## config.mk

```make
export PLATFORM = sky130hd
export DESIGN_NAME = reconf_ctrl
export DESIGN_NICKNAME = d
export VERILOG_FILES = /design/src/rtl/reconf_ctrl.sv
export SDC_FILE = /design/constraint.sdc
export NUM_CORES = 1
export LEC_CHECK = 0
export CORE_AREA = 2 2 115 61
export CTS_CLUSTER_DIAMETER = 50
export DETAILED_ROUTE_END_ITERATION = 16
export DIE_AREA = 0 0 117 63
export PLACE_DENSITY = 0.61
export SLEW_MARGIN = 0
export SYNTH_ARGS = -nofsm -noshare
export SYNTH_HDL_FRONTEND = slang
export SYNTH_SLANG_ARGS = --single-unit
export TNS_END_PERCENT = 5
```

## constraint.sdc

```tcl
create_clock -name i_clk -period 2.7 [get_ports i_clk]
set_input_delay 0.54 -clock i_clk [delete_from_list [all_inputs] [get_ports i_clk]]
set_output_delay 0.54 -clock i_clk [all_outputs]
set_load 0.005 [all_outputs]
```

## src/rtl/reconf_ctrl.sv

```systemverilog
// ---------------------------------------------------------------------------
// reconf_ctrl
//
// Avalon-MM master that walks the MAX10 dual-configuration core through a
// remote reconfiguration: write the image select, poll the busy flag until it
// clears (bounded), wait a hold-off, then write the trigger register.
//
// Optional build macro: RECONF_ABORT_EN adds the i_abort input, which cancels
// an in-flight sequence (SEL_WR..HOLD) into ERR with o_err = 2.
//
// Ports:
//   i_clk            system clock
//   i_rstn           asynchronous active-low reset
//   i_reconf_req     reconfiguration request (async level, rising edge starts)
//   i_conf_sel       image select, captured when a request is accepted
//   i_abort          (RECONF_ABORT_EN only) synchronous abort
//   o_avm_address    Avalon address to dual_conf
//   o_avm_read       Avalon read strobe
//   o_avm_write      Avalon write strobe
//   o_avm_writedata  Avalon write data
//   i_avm_readdata   Avalon read data (bit 0 = busy)
//   o_busy           sequence in progress (any state but IDLE/ERR)
//   o_err            0 none, 1 busy-poll timeout, 2 abort
//   o_sel_latched    image select in use
// ---------------------------------------------------------------------------
module reconf_ctrl #(
    parameter int ADDR_W   = 3,
    parameter int DATA_W   = 32,
    parameter int SEL_W    = 1,
    parameter int RD_LAT   = 1,
    parameter int POLL_MAX = 1024,
    parameter int POLL_GAP = 4,
    parameter int HOLDOFF  = 16
) (
    input  logic              i_clk,
    input  logic              i_rstn,
    input  logic              i_reconf_req,
    input  logic [SEL_W-1:0]  i_conf_sel,
`ifdef RECONF_ABORT_EN
    input  logic              i_abort,
`endif
    output logic [ADDR_W-1:0] o_avm_address,
    output logic              o_avm_read,
    output logic              o_avm_write,
    output logic [DATA_W-1:0] o_avm_writedata,
    input  logic [DATA_W-1:0] i_avm_readdata,
    output logic              o_busy,
    output logic [1:0]        o_err,
    output logic [SEL_W-1:0]  o_sel_latched
);

    localparam int PC_W    = $clog2(POLL_MAX + 1);
    localparam int DLY_MX1 = (RD_LAT > POLL_GAP) ? RD_LAT : POLL_GAP;
    localparam int DLY_MAX = (DLY_MX1 > HOLDOFF) ? DLY_MX1 : HOLDOFF;
    // The delay counter only ever counts 0..DLY_MAX-1.
    localparam int DLY_W   = (DLY_MAX < 2) ? 1 : $clog2(DLY_MAX);

    localparam logic [ADDR_W-1:0] ADDR_TRIG = ADDR_W'(0);
    localparam logic [ADDR_W-1:0] ADDR_SEL  = ADDR_W'(1);
    localparam logic [ADDR_W-1:0] ADDR_STAT = ADDR_W'(2);

    localparam logic [1:0] ERR_NONE    = 2'd0;
    localparam logic [1:0] ERR_TIMEOUT = 2'd1;
    localparam logic [1:0] ERR_ABORT   = 2'd2;

    typedef enum logic [3:0] {
        S_IDLE,
        S_SEL_WR,
        S_POLL_RD,
        S_POLL_WAIT,
        S_POLL_IDLE,
        S_HOLD,
        S_TRIG,
        S_WAIT_RCFG,
        S_ERR
    } state_t;

    state_t            state;
    logic [PC_W-1:0]   poll_cnt;
    logic [DLY_W-1:0]  dly_cnt;

    logic req_p0, req_p1, req_p2, req_pulse;
    logic abort_now;
    logic abortable;

    // Only the busy flag is meaningful in the status word.
    logic unused_rdata;
    assign unused_rdata = ^i_avm_readdata[DATA_W-1:1];

`ifdef RECONF_ABORT_EN
    assign abort_now = i_abort;
`else
    assign abort_now = 1'b0;
`endif

    assign abortable = (state == S_SEL_WR)  || (state == S_POLL_RD) ||
                       (state == S_POLL_WAIT) || (state == S_POLL_IDLE) ||
                       (state == S_HOLD);

    // ---- request synchroniser (p0/p1 metastability, p2 edge detect) ----
    always_ff @(posedge i_clk or negedge i_rstn) begin
        if (!i_rstn) begin
            req_p0    <= 1'b0;
            req_p1    <= 1'b0;
            req_p2    <= 1'b0;
            req_pulse <= 1'b0;
        end else begin
            req_p0    <= i_reconf_req;
            req_p1    <= req_p0;
            req_p2    <= req_p1;
            req_pulse <= req_p1 & ~req_p2;
        end
    end

    // ---- sequencer: all Avalon and status outputs are registered here ----
    always_ff @(posedge i_clk or negedge i_rstn) begin
        if (!i_rstn) begin
            state           <= S_IDLE;
            o_avm_address   <= '0;
            o_avm_read      <= 1'b0;
            o_avm_write     <= 1'b0;
            o_avm_writedata <= '0;
            o_busy          <= 1'b0;
            o_err           <= ERR_NONE;
            o_sel_latched   <= '0;
            poll_cnt        <= '0;
            dly_cnt         <= '0;
        end else if (abort_now && abortable) begin
            // Abort wins over every other transition, including timeout.
            state       <= S_ERR;
            o_avm_read  <= 1'b0;
            o_avm_write <= 1'b0;
            o_busy      <= 1'b0;
            o_err       <= ERR_ABORT;
        end else begin
            case (state)
                S_IDLE, S_ERR: begin
                    if (req_pulse) begin
                        state           <= S_SEL_WR;
                        o_avm_address   <= ADDR_SEL;
                        o_avm_writedata <= DATA_W'({i_conf_sel, 1'b1});
                        o_avm_write     <= 1'b1;
                        o_busy          <= 1'b1;
                        o_err           <= ERR_NONE;
                        o_sel_latched   <= i_conf_sel;
                        poll_cnt        <= '0;
                    end
                end

                S_SEL_WR: begin
                    state         <= S_POLL_RD;
                    o_avm_write   <= 1'b0;
                    o_avm_read    <= 1'b1;
                    o_avm_address <= ADDR_STAT;
                    poll_cnt      <= poll_cnt + 1'b1;
                end

                S_POLL_RD: begin
                    state      <= S_POLL_WAIT;
                    o_avm_read <= 1'b0;
                    dly_cnt    <= '0;
                end

                S_POLL_WAIT: begin
                    // Readdata is valid RD_LAT cycles after the read strobe,
                    // i.e. in the last cycle of this wait.
                    if (dly_cnt == DLY_W'(RD_LAT - 1)) begin
                        dly_cnt <= '0;
                        if (!i_avm_readdata[0]) begin
                            if (HOLDOFF == 0) begin
                                state           <= S_TRIG;
                                o_avm_address   <= ADDR_TRIG;
                                o_avm_writedata <= DATA_W'(1);
                                o_avm_write     <= 1'b1;
                            end else begin
                                state <= S_HOLD;
                            end
                        end else if (poll_cnt == PC_W'(POLL_MAX)) begin
                            state  <= S_ERR;
                            o_busy <= 1'b0;
                            o_err  <= ERR_TIMEOUT;
                        end else if (POLL_GAP == 0) begin
                            state         <= S_POLL_RD;
                            o_avm_address <= ADDR_STAT;
                            o_avm_read    <= 1'b1;
                            poll_cnt      <= poll_cnt + 1'b1;
                        end else begin
                            state <= S_POLL_IDLE;
                        end
                    end else begin
                        dly_cnt <= dly_cnt + 1'b1;
                    end
                end

                S_POLL_IDLE: begin
                    if (dly_cnt == DLY_W'(POLL_GAP - 1)) begin
                        dly_cnt       <= '0;
                        state         <= S_POLL_RD;
                        o_avm_address <= ADDR_STAT;
                        o_avm_read    <= 1'b1;
                        poll_cnt      <= poll_cnt + 1'b1;
                    end else begin
                        dly_cnt <= dly_cnt + 1'b1;
                    end
                end

                S_HOLD: begin
                    if (dly_cnt == DLY_W'(HOLDOFF - 1)) begin
                        dly_cnt         <= '0;
                        state           <= S_TRIG;
                        o_avm_address   <= ADDR_TRIG;
                        o_avm_writedata <= DATA_W'(1);
                        o_avm_write     <= 1'b1;
                    end else begin
                        dly_cnt <= dly_cnt + 1'b1;
                    end
                end

                S_TRIG: begin
                    state       <= S_WAIT_RCFG;
                    o_avm_write <= 1'b0;
                end

                // The device reconfigures from here; only reset leaves.
                S_WAIT_RCFG: begin
                    state <= S_WAIT_RCFG;
                end

                default: begin
                    state       <= S_IDLE;
                    o_avm_read  <= 1'b0;
                    o_avm_write <= 1'b0;
                    o_busy      <= 1'b0;
                end
            endcase
        end
    end

endmodule

```

==> flow_summary.ini <==
[outcome]
status = complete, no violations

[finish]
final_cell_mix = conb_1 (32), dfrtp_1 (32), nand2_1 (21)
fin_area_sq_um = 2420
layout-drive-gt1-share = 0.08765
final_cells = 343
diodes = 0
layout.nets = 290
area_delta_synth_final_pct = 11.41
final_core_util = 0.3759

[place]
dp_slack_ns = 0.5506
io_buffers = 13
gp_congestion = 0.8198
place_area_sq_um = 2256
place_inst = 335
dp_hpwl_microns = 3529

[route]
drc_errors = 0
vias_per_cell = 4.805
routedWlPerCell_microns = 14.01
dr.pass1.iters = 4
drt-total-wl_microns = 4805
ant_nets = 0
vias = 1648
dr.first_iter.drc_count = 123

[sta]
period_minus_slack_ns = 2.192
worst_pin_slew_ns = 0.5884
hold_viol_final = 0
fin_skew_ns = 0.003097
drv_slew = 0
worst_hold_slack_ns = 0.3450
fin_tns_setup_ns = 0
finalCritPeriodShare = 0.8119
grt_setup_unrepaired = no
max_freq_mhz = 456.2
slew-limit-headroom = 0.6047
setup_ws_ns = 0.5079
setup_viol = 0

[clock_tree]
hold_buffers = 0
numCtsBuffers = 5
cts.sinks = 32
root_buffer = clkbuf_16
tritoncts = done
clockBufferDepth = 2
path_clk_slew_ns = 0.05
htreeDepth = 2
post_cts_buffers = 0
cts-resized-gates = 0
clock_latency_ns = 0.28

[global_route]
grt_usage = 0.1437
overflow = 0
antenna_found_initial = 0
grt_max_degree = 33
grt_pass1_wl_microns = 7914
grt_pass1_vias = 1491

[logic_synthesis]
async_flop_share = 1.000
yosys_warnings = 0
synth_edf_count = 0
synth_seq_cells = 32
synth-seq-area-share = 0.3687
synthDistinctLibCells = 49
synthCells = 238
synth.avg_cell_area_sq_um = 9.126
synth_area_sq_um = 2172
synthFlopType = dfrtp_1

[floorplan]
initial_core_util = 0.3374
num_io_pins = 77
rows = 21
die-area_sq_um = 7371
die_w_microns = 117
die_y_microns = 63
coreArea_sq_um = 6437

[setup_path]
critPathMaxFanout = 12
crit_type = flip-flop to flip-flop
critPathCaptureType = flip-flop
worst_setup_path_start_kind = flip-flop
arrival_ns = 2.36
critPathRequiredTime_ns = 2.87

[power]
leakage_nw = 1.049
total_power_mw = 2.447
peakVddDrop_mv = 0.2680
cellPowerDensity_nw_per_um2 = 1011

[hold_path]
hold_path.class = flip-flop to flip-flop

[run]
maxCapViolCount = 0
-- cell families (layout without fill, tap and decap cells) --
kind of cell             Yosys count  after routing  share of synthesized area
other                              1             32                   0.001726
XOR/XNOR                           4              4                    0.01613
flip-flops                        32             32                     0.3687
multiplexers                       7              7                    0.03226
buffers and inverters             53             35                     0.1624
adder cells (fa/ha/maj)            4              4                    0.02304
AND/OR/NAND/NOR                   78             78                     0.2068
AO/OA/AOI/OAI                     59             59                     0.1889
-- report_power, final --
part	internal, mW	switching, mW
clock network	0.434	0.217
registers	0.607	0.170
logic	0.481	0.539
-- flip-flops by register name, summed over array words and instances (netlist names) --
| signal | flops |
|---|---|
| o_sel_latched | 1 |
| poll_cnt | 11 |
| o_err | 1 |
| o_busy | 1 |
| state | 4 |
| req_p0 | 1 |
| req_p1 | 1 |
| req_p2 | 1 |
| req_pulse | 1 |
| dly_cnt | 4 |
| o_avm_writedata | 2 |
| o_avm_read | 1 |
| o_avm_write | 1 |
| o_avm_address | 2 |
-- routing by layer --
layer	up-vias	wire length (microns)	global-route usage
met4	0	28	0.02647
met5	-	0	0
met1	808	2701	0.2473
met3	2	338	0.05238
li1	800	-	-
met2	38	1736	0.1575
-- cell type report --
type	count	area, sq um
clock buffers	6	128.9
clock inverters	2	35.03
fillers	675	4018
inverters	8	30.03
multi-input cells	184	1135
flip-flops and latches	32	800.8
well taps	92	115.1
repair buffers	19	175.2
-- Yosys cell counts, drive strengths merged, types with 5 or more instances --
library cell | count | area, sq um
buf | 43 | 315.3
nand2 | 21 | 78.83
nor2 | 7 | 26.28
nand3 | 9 | 45.04
o21ai | 15 | 75.07
a31oi | 5 | 31.28
a22o | 5 | 43.79
nor2b | 8 | 52.55
a21oi | 15 | 78.83
mux2i | 7 | 70.07
or2b | 5 | 37.54
dfrtp | 32 | 800.8
inv | 8 | 30.03
-- critical path, cell delays in order (launching register included) --
cell	delay (ns)
dfrtp_1	0.43
ha_1	0.27
nor3b_4	0.31
nand3_1	0.49
a22o_1	0.36
a22o_1	0.22
-- worst paths after layout --
path	end	start	slack, ns	depth (start not counted)
hold / removal	req_p1	req_p0	0.34	0
hold reg to reg	req_p1	req_p0	0.34	0
setup / recovery	poll_cnt[6]	dly_cnt[1]	0.51	5
setup reg to reg	poll_cnt[6]	dly_cnt[1]	0.51	5
min in group asynchronous	dly_cnt[0]	i_rstn	0.65	2
max in group asynchronous	req_pulse	i_rstn	1.72	2
Power figures use the tool's default switching activity.
